--- src/rtl/ca_scroll_renderer.sv ---
// Scrolling 1-D elementary cellular automaton renderer: every cell row on screen
// is the next generation of the row above, and each frame starts one generation later.
`timescale 1ns/1ps
module ca_scroll_renderer #(
  parameter int         GRID_W    = 100,
  parameter int         LOG_CELL  = 2,
  parameter int         H_RES     = 640,
  parameter int         V_RES     = 480,
  parameter int         WRAP      = 1,
  parameter logic [7:0] RULE_INIT = 8'd30,
  parameter logic [5:0] ON_COLOR  = 6'b101100,
  parameter logic [5:0] OFF_COLOR = 6'b000000
) (
  input  logic        clk,
  input  logic        reset,
  input  logic [9:0]  pix_x,
  input  logic [9:0]  pix_y,
  input  logic        video_active,
  input  logic [7:0]  rule_in,
  input  logic        pause,
  input  logic        reseed,
  output logic [5:0]  rgb,
  output logic        cell_on,
  output logic        busy,
  output logic [15:0] gen_count
);

  localparam int CELL     = 1 << LOG_CELL;
  localparam int GRID_PIX = GRID_W * CELL;
  localparam int PAD      = (H_RES - GRID_PIX) / 2;
  localparam int CW       = $clog2(GRID_W);

  localparam logic [GRID_W-1:0] SEED     = {{(GRID_W-1){1'b0}}, 1'b1} << (GRID_W / 2);
  localparam logic [9:0]        ROW_MASK = 10'(CELL - 1);
  localparam logic [9:0]        LAST_Y   = 10'(V_RES - 1);
  localparam logic [CW-1:0]     LAST_K   = CW'(GRID_W - 1);

  localparam logic [1:0] S_IDLE    = 2'd0;
  localparam logic [1:0] S_COMPUTE = 2'd1;
  localparam logic [1:0] S_SWAP    = 2'd2;

  logic [1:0]        state_q, state_d;
  logic [CW-1:0]     k_q, k_d;
  logic [GRID_W-1:0] nxt_q, nxt_d;
  logic [GRID_W-1:0] row_q, row_d;
  logic [GRID_W-1:0] top_q, top_d;
  logic [15:0]       gen_q, gen_d;
  logic [7:0]        rule_q, rule_d;
  logic              first_q, first_d;
  logic              pend_q, pend_d;
  logic              va_q, va_d;
  logic              busy_q, busy_d;
  logic              cell_on_q, cell_on_d;
  logic [5:0]        rgb_q, rgb_d;

  logic [11:0]       dx_s;
  logic [CW-1:0]     cell_s;
  logic              in_grid_s;
  logic              line_end_s;
  logic              frame_end_s;
  logic              row_end_s;
  logic              l_s, c_s, r_s;

  // Left of the grid dx wraps to a value far above GRID_PIX, so one compare bounds both sides.
  always_comb begin
    dx_s      = {2'b00, pix_x} - 12'(PAD);
    in_grid_s = video_active && (dx_s < 12'(GRID_PIX));
    cell_s    = CW'(dx_s >> LOG_CELL);
    cell_on_d = in_grid_s && row_q[cell_s];
    if (cell_on_d) begin
      rgb_d = ON_COLOR;
    end else if (in_grid_s) begin
      rgb_d = OFF_COLOR;
    end else begin
      rgb_d = 6'd0;
    end
  end

  always_comb begin
    va_d        = video_active;
    line_end_s  = va_q && !video_active;
    frame_end_s = line_end_s && (pix_y == LAST_Y);
    row_end_s   = ((pix_y & ROW_MASK) == ROW_MASK) && (pix_y != LAST_Y);

    c_s = row_q[k_q];
    if (k_q == {CW{1'b0}}) begin
      l_s = (WRAP != 0) ? row_q[GRID_W-1] : 1'b0;
    end else begin
      l_s = row_q[k_q - CW'(1)];
    end
    if (k_q == LAST_K) begin
      r_s = (WRAP != 0) ? row_q[0] : 1'b0;
    end else begin
      r_s = row_q[k_q + CW'(1)];
    end

    state_d = state_q;
    k_d     = k_q;
    nxt_d   = nxt_q;
    row_d   = row_q;
    top_d   = top_q;
    gen_d   = gen_q;
    rule_d  = rule_q;
    first_d = first_q;
    pend_d  = pend_q | reseed;

    case (state_q)
      S_IDLE: begin
        if (line_end_s && row_end_s) begin
          state_d = S_COMPUTE;
          k_d     = {CW{1'b0}};
          first_d = (pix_y == ROW_MASK);
        end else begin
          state_d = S_IDLE;
        end
      end
      S_COMPUTE: begin
        nxt_d[k_q] = rule_q[{l_s, c_s, r_s}];
        if (k_q == LAST_K) begin
          state_d = S_SWAP;
        end else begin
          k_d = k_q + CW'(1);
        end
      end
      S_SWAP: begin
        row_d   = nxt_q;
        state_d = S_IDLE;
        // Only the first row of a frame seeds the next frame, and only when not paused.
        if (first_q && !pause) begin
          top_d = nxt_q;
          gen_d = gen_q + 16'd1;
        end else begin
          top_d = top_q;
        end
      end
      default: begin
        state_d = S_IDLE;
      end
    endcase

    if (frame_end_s) begin
      rule_d = rule_in;
      pend_d = reseed;
      if (pend_q) begin
        top_d = SEED;
        row_d = SEED;
        gen_d = 16'd0;
      end else begin
        row_d = top_q;
      end
    end else begin
      rule_d = rule_q;
    end

    busy_d = (state_d != S_IDLE);
  end

  always_ff @(posedge clk) begin
    if (reset) begin
      state_q   <= S_IDLE;
      k_q       <= {CW{1'b0}};
      nxt_q     <= {GRID_W{1'b0}};
      row_q     <= SEED;
      top_q     <= SEED;
      gen_q     <= 16'd0;
      rule_q    <= RULE_INIT;
      first_q   <= 1'b0;
      pend_q    <= 1'b0;
      va_q      <= 1'b0;
      busy_q    <= 1'b0;
      cell_on_q <= 1'b0;
      rgb_q     <= 6'd0;
    end else begin
      state_q   <= state_d;
      k_q       <= k_d;
      nxt_q     <= nxt_d;
      row_q     <= row_d;
      top_q     <= top_d;
      gen_q     <= gen_d;
      rule_q    <= rule_d;
      first_q   <= first_d;
      pend_q    <= pend_d;
      va_q      <= va_d;
      busy_q    <= busy_d;
      cell_on_q <= cell_on_d;
      rgb_q     <= rgb_d;
    end
  end

  assign rgb       = rgb_q;
  assign cell_on   = cell_on_q;
  assign busy      = busy_q;
  assign gen_count = gen_q;

endmodule
--- config.mk ---
export PLATFORM = sky130hd
export DESIGN_NAME = ca_scroll_renderer
export DESIGN_NICKNAME = d
export VERILOG_FILES = /design/src/rtl/ca_scroll_renderer.sv
export SDC_FILE = /design/constraint.sdc
export NUM_CORES = 1
export LEC_CHECK = 0
export ABC_AREA = 1
export CAP_MARGIN = 20
export CORE_MARGIN = 1.5
export CORE_UTILIZATION = 38
export CTS_CLUSTER_DIAMETER = 200
export DETAILED_ROUTE_END_ITERATION = 10
export SLEW_MARGIN = 20
export SYNTH_ARGS = -nofsm -noshare
export SYNTH_HDL_FRONTEND = slang
export SYNTH_SLANG_ARGS = --single-unit
--- constraint.sdc ---
create_clock -name clk -period 2.7 [get_ports clk]
set_input_delay 0.27 -clock clk [delete_from_list [all_inputs] [get_ports clk]]
set_output_delay 0.27 -clock clk [all_outputs]
set_load 0.02 [all_outputs]
==> results.yml, run 1 <==
power:
  power-per-cell-area_nw_per_um2: 487
  p_int_mw: 8.71
  pwr-share-clk: 0.492
  p_seq_frac: 0.436
  netSwitchingFraction: 0.238
  p_comb_frac: 0.072
  power.switching_mw: 2.73
  vdd_drop_max_mv: 0.400
  finalPower_mw: 11.4
  cellLeakagePower_nw: 9.48
placement:
  portBuffers: 51
  dp.cells: 3661
  dp_hpwl_um: 45400
  placed_cell_area_um2: 21200
  place_ws_ns: -0.338
  globalplace.congestion: 0.984
grt:
  grt_pass1_wl_um: 104000
  grt_max_degree: 106
  grt_pass1_vias: 17999
  track_usage: 0.261
  antenna_found_initial: 1
  grt-ovfl-total: 0
logic_synthesis:
  synth_edf_count: 0
  yosysMostFrequentCell: "nor2_1"
  synth_top_area_share: 0.355
  synthDistinctLibCells: 50
  mappedNetlistArea_um2: 19100
  ys_seq_area_frac: 0.355
  yosysWarnings: 0
  synth-async-reset-ratio: 0
  ys_seq_elements: 338
  synth_top_cell_by_area: "dfxtp_1"
  synthCells: 2963
  synth_common_cells: "nor2_1 (629), nand2_1 (628), dfxtp_1 (338), o21ai_0 (290), inv_1 (192)"
  synth.area.top_cells: "dfxtp_1 (35%), nor2_1 (12%), nand2_1 (12%), o21ai_0 (7.6%), nand3_2 (5.6%)"
  syn_avg_cell_area_um2: 6.43
  ys.flop_type: "dfxtp_1"
finish:
  multiInputGateArea_um2: 10700
  final_area_um2: 23500
  fin_nets: 3115
  drive_above_1_share: 0.156
  antenna_cells: 0
  final_cells: 3767
  layout.area.seq_um2: 6780
  fin_util: 0.477
  area_growth_pct: 23.2
  fill_cells: 5038
timing:
  finalCritPeriodShare: 1.07
  drv_slew: 0
  fmax_mhz: 348
  tns_ns: -12.15
  slew_headroom: 0.473
  rsz0062_at_grt: "yes"
  tightest_slew_ns: 0.790
  fin_ws_ns: -0.176
  final_hold_viol_count: 0
  whs_ns: 0.294
  skew_ns: 0.0220
  period_minus_slack_ns: 2.88
  setup_violations: 100
detailed_routing:
  drtIter0Drc: 1771
  drc: 0
  vias: 19872
  wl_per_cell_um: 18.0
  via_per_inst: 5.28
  antenna_left: 0
  firstDrtPassIters: 6
  drt_wl_total_um: 67900
worst_setup_path:
  path_class: "reg2reg"
  cpMostUsedCell: "nand3_2"
  cp.arrival_ns: 3.34
  cp_slowest_cell: "dfxtp_4"
  r2r_start: "k_q[0]"
  crit_path_max_incr_delay_ns: 0.40
  critPathBufInv: 9
  cp_top_family: "buffers and inverters"
  crit_path_start_kind: "flip-flop"
  cp_max_fo: 6
  crit_path_end_kind: "flip-flop"
  cp-startpoint: "k_q[0]"
  worstPathCellList: "inv_6 > ha_4 > inv_6 > buf_12 > buf_12 > nand3_2 > nand3_2 > nand3_2 > nand3_2 > nand3_2 > nand3_4 > nand3_4 > buf_6 > nand2_2 > nand3_2 > nand3b_4 > buf_12 > buf_12 > clkbuf_16 > nand3_2 > nand2_1 > inv_1"
  cp.required_ns: 3.16
die:
  start_util: 0.387
  chipHeight_um: 227
  pin_count: 57
  design.core.area_um2: 49300
  num_rows: 81
  die_x_um: 227
  dieArea_um2: 51500
clocking:
  clk_latency_ns: 0.57
  cts_buffers: 40
  clk_pin_slew_ns: 0.06
  clock_path_buffers: 3
  h-tree-depth: 2
  cts_tree: "built"
  clock-sinks: 338
  cts_root_buffer: "clkbuf_16"
hold_path:
  hp-start: "rule_in[3]"
  hold_class: "in2reg"
flow_run:
  max_cap_viol_count: 0
outcome:
  status: "finished with violations"
  violations: "setup timing"
## cell type report
class / instances / share of cell area
clock buffer: 54 / 0.0497
clock inverter: 14 / 0.00805
inverter: 204 / 0.0333
multi-input combinational: 2209 / 0.454
sequential: 338 / 0.289
tap: 664 / 0.0354
timing repair buffer: 284 / 0.131
## placed cells by master, fill, tap and decap left out, types with 8 or more instances in the layout
cell / count
nand4_1: 12
nor2_1: 628
nand3_1: 125
o21ai_0: 283
nand3_2: 134
nand2_2: 13
buf_12: 41
a21oi_1: 173
buf_4: 148
clkbuf_16: 46
o211ai_1: 14
clkdlybuf4s50_1: 49
nand2_1: 617
o21ai_1: 17
xor2_1: 10
nor3_1: 95
inv_1: 190
buf_6: 29
a211oi_1: 13
dfxtp_1: 335
inv_2: 8
## per-layer routing
layer	part of all wire	up-vias	global-route usage	wire (µm)
met5	0	-	0	0
met4	0.028	0	0.0795	1880
met3	0.061	116	0.0312	4150
met2	0.45	646	0.424	30700
met1	0.46	9302	0.363	31200
li1	-	9808	-	-
## power by group through the flow
| stage | sequential (mW) | combinational [mW] | clock [mW] |
|---|---|---|---|
| floorplan | 5.11 | 0.427 | 0 |
| global placement | 5.10 | 0.720 | 0 |
| detailed placement | 5.10 | 0.726 | 0 |
| CTS | 4.99 | 0.795 | 5.72 |
| global route | 4.99 | 0.874 | 5.94 |
| finish | 4.99 | 0.825 | 5.63 |
## worst register-to-register path, delay by kind of cell, from the launching register on
| kind | cells | cell delay (ns) |
|---|---|---|
| flops | 1 | 0.40 |
| fa+ha+maj | 1 | 0.27 |
| buf+inv | 9 | 1.07 |
| simple gates | 12 | 1.04 |
## sequential cells by signal, summed over array words and instances (netlist names), 2 cells and up
name       count
nxt_q        100
row_q        100
top_q        100
gen_count     16
rule_q         8
k_q            7
state_q        2
## what timing repair did
action	in CTS	in global routing
hold endpoints to repair	1	0
pin swaps	16	6
cloned	4	4
buffers inserted	21	8
endpoints found under the setup margin	100	100
resized for setup	103	19
hold buffers	1	0
## cells by family after synthesis
family,count (synthesis),share of synthesized area
other,1,0.000197
adder cells (fa/ha/maj),5,0.00328
flip-flops,338,0.355
buffers and inverters,418,0.102
XOR/XNOR,15,0.00768
AND/OR/NAND/NOR,1654,0.384
AO/OA/AOI/OAI,532,0.148
## worst paths after layout
check             slack [ns]        end  cells after the start
hold reg to reg         0.46   top_q[2]                      2
setup / recovery       -0.18  nxt_q[84]                     22
setup reg to reg       -0.18  nxt_q[84]                     22
hold / removal          0.29  rule_q[3]                      3
Note: power is estimated with default switching activity, not from simulation.
==> run 2: changes to the inputs <==
--- a/config.mk
+++ b/config.mk
@@ -7,7 +7,7 @@
 export LEC_CHECK = 0
 export ABC_AREA = 1
 export CAP_MARGIN = 20
-export CORE_MARGIN = 1.5
+export CORE_MARGIN = 2
 export CORE_UTILIZATION = 38
 export CTS_CLUSTER_DIAMETER = 200
 export DETAILED_ROUTE_END_ITERATION = 10
==> run 2 against run 1 <==
Net effect:
- the flow still finishes with violations (setup timing)
- hold slack got worse by 0.10 ns
- clock-buffer cell count rose by 4
- die area rose by 0.88%
- core utilization fell by 0.48 points
- critical path depth fell by 1
- clock power rose by 3.9%
- first-iteration DRC count rose by 9.7%
==> results.yml, run 2 (synthesis gave the netlist of run 1 again) <==
outcome:
  status: "finished with violations"
  violations: "setup timing"
die:
  num_rows: 82
  start_util: 0.382
  pin_count: 57
  design.core.area_um2: 49900
  chipHeight_um: 228
  die_x_um: 228
  dieArea_um2: 52000
finish:
  fin_nets: 3097
  final_cells: 3762
  area_growth_pct: 23.4
  largest_registers: "nxt_q (100), row_q (100), top_q (100)"
  layout_common_cells: "nor2_1 (627), nand2_1 (611), dfxtp_1 (335), o21ai_0 (283), inv_1 (187)"
  final_area_um2: 23500
  final_common_cell: "nor2_1"
  fill_cells: 5159
  antenna_cells: 0
  drive_above_1_share: 0.157
  fin_util: 0.472
worst_setup_path:
  cp.required_ns: 3.17
  crit_path_start_kind: "flip-flop"
  cp.arrival_ns: 3.36
  cpMostUsedCell: "nand3_2"
  worstPathCellList: "buf_12 > ha_4 > nand2_4 > clkinv_4 > nor2_4 > buf_12 > buf_4 > nand3_1 > nand3_2 > nand3_2 > nand3_2 > nand3_4 > buf_6 > nand4_1 > nand3_2 > nand3b_4 > buf_12 > buf_4 > nand3_2 > nand2_1 > inv_1"
  crit_path_end_kind: "flip-flop"
  reg2reg_depth: 21
  crit_path_max_incr_delay_ns: 0.39
  r2r_start: "k_q[0]"
  cp_slowest_cell: "dfxtp_4"
  cp_max_fo: 15
  regToRegSetupSlack_ns: -0.19
  path_class: "reg2reg"
  timing.rr.end: "nxt_q[24]"
timing:
  whs_ns: 0.191
  skew_ns: 0.0267
  period_minus_slack_ns: 2.89
  final_hold_viol_count: 0
  fmax_mhz: 346
  fin_ws_ns: -0.193
  tightest_slew_ns: 0.644
  drv_slew: 0
  rsz0062_at_grt: "yes"
  slew_headroom: 0.571
  tns_ns: -14.90
  setup_violations: 100
  finalCritPeriodShare: 1.07
placement:
  dp_hpwl_um: 44400
  portBuffers: 51
  placed_cell_area_um2: 21200
  place_ws_ns: -0.357
  dp.cells: 3664
  globalplace.congestion: 0.983
clocking:
  cts_tree: "built"
  clk_pin_slew_ns: 0.06
  clock_path_buffers: 3
  clk_latency_ns: 0.58
  h-tree-depth: 2
  cts_buffers: 40
  cts_root_buffer: "clkbuf_16"
  ctsHoldBuffers: 0
  clock-sinks: 338
hold_path:
  hold-path-endpoint: "pend_q"
  hold_class: "in2reg"
  hold-path-cell-count: 2
  hp-start: "reset"
grt:
  grt_max_degree: 119
  grt-ovfl-total: 0
  antenna_found_initial: 0
  grt_pass1_wl_um: 102000
  track_usage: 0.245
  grt_pass1_vias: 18071
detailed_routing:
  wl_per_cell_um: 17.6
  drtIter0Drc: 1942
  antenna_left: 0
  drc: 0
  firstDrtPassIters: 6
  vias: 19876
  via_per_inst: 5.28
  drt_wl_total_um: 66300
power:
  p_int_mw: 8.91
  vdd_drop_max_mv: 0.386
  pwr-share-clk: 0.502
  netSwitchingFraction: 0.236
  p_comb_frac: 0.070
  power.switching_mw: 2.76
  p_seq_frac: 0.428
  finalPower_mw: 11.7
  power-per-cell-area_nw_per_um2: 496
  cellLeakagePower_nw: 9.48
flow_run:
  max_cap_viol_count: 0
-- run 2: changes by cell type in the layout (fill, tap and decap cells not counted), sizes merged --
cell,before,now
inv,200,201
buf,230,210
dlygate4sd3,1,0
clkbuf,58,65
bufinv,4,5
clkinv,11,10
-- run 2: power by group through the flow --
stage	clock network (mW)	logic, mW	registers (mW)
after global routing	6.17	0.868	4.99
after detailed placement	0	0.732	5.10
after global placement	0	0.728	5.10
final	5.85	0.818	5.00
after floorplan	0	0.427	5.11
after CTS	5.96	0.756	4.99
-- run 2: how the worst max path moves through the flow --
stage	start	to	slack (ns)	depth (start not counted)
detailed placement	k_q[1]	nxt_q[24]	-0.36	19
global route	k_q[0]	nxt_q[23]	-0.31	21
floorplan	k_q[0]	nxt_q[28]	0.001	21
global placement	k_q[1]	nxt_q[41]	-0.30	19
CTS	k_q[0]	nxt_q[24]	-0.13	20
finish	k_q[0]	nxt_q[24]	-0.19	21
-- run 2: final cells by class --
cell class	instances	area (µm²)	area share
clock buffers	58	1210	0.0514
clock inverters	15	219	0.00931
inverters	204	790	0.0336
multi-input cells	2209	10700	0.456
flip-flops and latches	338	6770	0.288
well taps	672	841	0.0357
repair buffers	266	2970	0.126
-- run 2: per-layer routing --
| metal | vias to the layer above | global-route usage | wire length (µm) |
|---|---|---|---|
| met3 | 103 | 0.0350 | 4310 |
| li1 | 9772 | - | - |
| met2 | 643 | 0.397 | 30300 |
| met1 | 9358 | 0.340 | 30000 |
| met4 | 0 | 0.0682 | 1680 |
| met5 | - | 0 | 0 |
-- run 2: critical path, delay by kind of cell, from the launching register on --
kind | cells | cell delay (ns)
DFF | 1 | 0.39
adders and majority gates | 1 | 0.17
buffers and inverters | 8 | 1.00
and+or+nand+nor | 12 | 1.21
-- run 2: timing repair --
action / in CTS / in global routing
gates cloned: 4 / 7
gates resized for setup: 49 / 81
setup buffers: 6 / 8
pin swaps: 5 / 4
endpoints found under the setup margin: 100 / 100
==> run 3: changes to the inputs <==
--- a/config.mk
+++ b/config.mk
@@ -6,7 +6,7 @@
 export NUM_CORES = 1
 export LEC_CHECK = 0
 export ABC_AREA = 1
-export CAP_MARGIN = 20
+export CAP_MARGIN = 30
 export CORE_MARGIN = 2
 export CORE_UTILIZATION = 38
 export CTS_CLUSTER_DIAMETER = 200
==> results of run 3 <==
No change in the layout: final DEF, timing and power equal those of run 2.
==> edit, RTL diff (settings of run 2) <==
Take the reset off `rgb_q` and load it in a clocked block of its own.
--- a/src/rtl/ca_scroll_renderer.sv
+++ b/src/rtl/ca_scroll_renderer.sv
@@ -169,7 +169,6 @@
       va_q      <= 1'b0;
       busy_q    <= 1'b0;
       cell_on_q <= 1'b0;
-      rgb_q     <= 6'd0;
     end else begin
       state_q   <= state_d;
       k_q       <= k_d;
@@ -183,8 +182,11 @@
       va_q      <= va_d;
       busy_q    <= busy_d;
       cell_on_q <= cell_on_d;
-      rgb_q     <= rgb_d;
     end
+  end
+
+  always_ff @(posedge clk) begin
+    rgb_q <= rgb_d;
   end
 
   assign rgb       = rgb_q;
Check against the original RTL: differs if reset is asserted again (counterexample within 4 cycles, from zero or initial values and one cycle with reset high); with reset held inactive, the same outputs for 10 cycles.
==> edit against run 2 <==
Combinational power rose by 6.7%. First-iteration DRC count fell by 7.2%. The flow still finishes with violations (negative setup slack). Sequential cell count rose by 1. Routed wire length rose by 7.2%. Worst setup slack got worse by 0.042 ns. Area after synthesis rose by 0.28%. Design area rose by 2.6%. Power fell by 4.1%. Largest cell class unchanged.
==> edit: results (changes against run 2) <==
.. list-table::
   :header-rows: 1

   * - Metric
     - Value
   * - Placed cell areas
     - 20970 um2 (was 21170 um2)
   * - Minimum hold slack
     - 0.2278 ns (was 0.1906 ns)
   * - Commonest cells in the synthesized netlist
     - sky130_fd_sc_hd__nor2_1 (625), sky130_fd_sc_hd__nand2_1 (614), sky130_fd_sc_hd__dfxtp_1 (339) (was sky130_fd_sc_hd__nor2_1 (629), sky130_fd_sc_hd__nand2_1 (628), sky130_fd_sc_hd__dfxtp_1 (338))
   * - Layout cell share with drive strength beyond 1
     - 16.12% (was 15.73%)
   * - Clock-cell share of area
     - 5.242% (was 6.074%)
   * - Capture point of the critical path
     - nxt_q[62]$_SDFFE_PP0P_ (was nxt_q[24]$_SDFFE_PP0P_)
   * - Run status
     - complete, but fails checks (unchanged)
   * - Vias in the first global route
     - 18990 (was 18070)
   * - Vias per cell
     - 5.332 (was 5.283)
   * - Min-Delay Path Depth
     - 4 (was 2)
   * - Sum of negative setup slack
     - -16.38 ns (was -14.90 ns)
   * - Final setup viols
     - 100 (unchanged)
   * - Cells after DPL
     - 3651 (was 3664)
   * - Non-clock buffer share
     - 14.23% (was 12.62%)
   * - Worst Clk Skew
     - 0.03307 ns (was 0.02667 ns)
   * - First-pass GRT wire length
     - 110.8 mm (was 102.2 mm)
   * - Largest cells by area after synthesis
     - sky130_fd_sc_hd__dfxtp_1 (36%), sky130_fd_sc_hd__nor2_1 (12%), sky130_fd_sc_hd__nand2_1 (12%) (was sky130_fd_sc_hd__dfxtp_1 (35%), sky130_fd_sc_hd__nor2_1 (12%), sky130_fd_sc_hd__nand2_1 (12%))
   * - Share of the final layout cell area in multi-input gates
     - 45.28% (was 45.59%)
   * - Clock buffer count in the final layout
     - 57 (was 58)
   * - Number of signal-net buffers in the layout
     - 274 (was 266)
   * - Slack of the critical path
     - -0.2350 ns (was -0.1930 ns)
   * - Number of CTS-inserted buffers
     - 39 (was 40)
   * - Worst reg-to-reg path cell count
     - 20 (was 21)
   * - Layout Utilization
     - 48.40% (was 47.18%)
   * - Filler-free cell count of the finished design
     - 3787 (was 3762)
   * - Number of nets in the layout
     - 3125 (was 3097)
   * - FF/Latch Area
     - 6792 um2 (was 6773 um2)
   * - Internal power
     - 8.471 mW (was 8.909 mW)
   * - Failing checks
     - negative setup slack (unchanged)
   * - Maximum number of pins on one net before global-route repair
     - 109 (was 119)
   * - Largest driver fanout on the critical path
     - 6 (was 15)
   * - Arrival time at the worst endpoint
     - 3.44 ns (was 3.36 ns)
   * - Mean routed wirelength per cell
     - 18.78 um (was 17.64 um)
   * - Starting DRT DRC Count
     - 1803 (was 1942)
   * - HPWL after DPL
     - 45.51 mm (was 44.42 mm)
   * - Destination of the worst hold path
     - top_q[1]$_SDFF_PP0_ (was pend_q$_SDFF_PP0_)
   * - Fillers
     - 5050 (was 5159)
edit: cell types whose count changed in the layout (fill, tap and decap cells not counted), moves of 8 or more:
cell | run 2 | this run
sky130_fd_sc_hd__buf_4 | 137 | 120
sky130_fd_sc_hd__nor2_1 | 627 | 619
sky130_fd_sc_hd__nand3_1 | 123 | 154
sky130_fd_sc_hd__nand2_2 | 17 | 26
sky130_fd_sc_hd__nand2_1 | 611 | 594
sky130_fd_sc_hd__nand3_4 | 6 | 16
sky130_fd_sc_hd__buf_12 | 41 | 53
sky130_fd_sc_hd__buf_16 | 4 | 17
sky130_fd_sc_hd__nand3_2 | 134 | 111
sky130_fd_sc_hd__inv_1 | 187 | 202
sky130_fd_sc_hd__a21oi_1 | 173 | 155
edit: cells by family (layout without fill, tap and decap cells):
logic type,Yosys count,in the layout,share of synthesized area (%)
fa+ha+maj,5,5,0.3273
flops,339,339,35.50
buf+inv,432,571,10.52
compound gates,511,511,14.13
xor+xnor,23,23,1.368
simple gates,1662,1663,38.13
other cells,1,3,0.01962
edit: routing by layer:
layer  vias up  GRT usage [%]  wire (um)  part of all wire, %
met5         -              0          0                    0
met4         0          8.578       2205                  3.1
met3       129          4.138       5117                  7.2
met2       728          43.63      32340                   45
met1      9519          36.72      31440                   44
li1       9818              -          -                    -
edit: power groups by stage:
stage               registers (mW)  clock network [mW]  logic (mW)
floorplan                     5.12                   0       0.414
global placement              5.13                   0       0.711
detailed placement            5.13                   0       0.715
CTS                           5.02                5.37       0.854
global route                  5.01                5.58       0.920
finish                        5.02                5.29       0.873
edit: what timing repair did:
action	CTS	global route
setup buffers	38	12
setup endpoints to repair	100	100
pin swaps	27	23
cloned	23	1
gates resized for setup	159	47
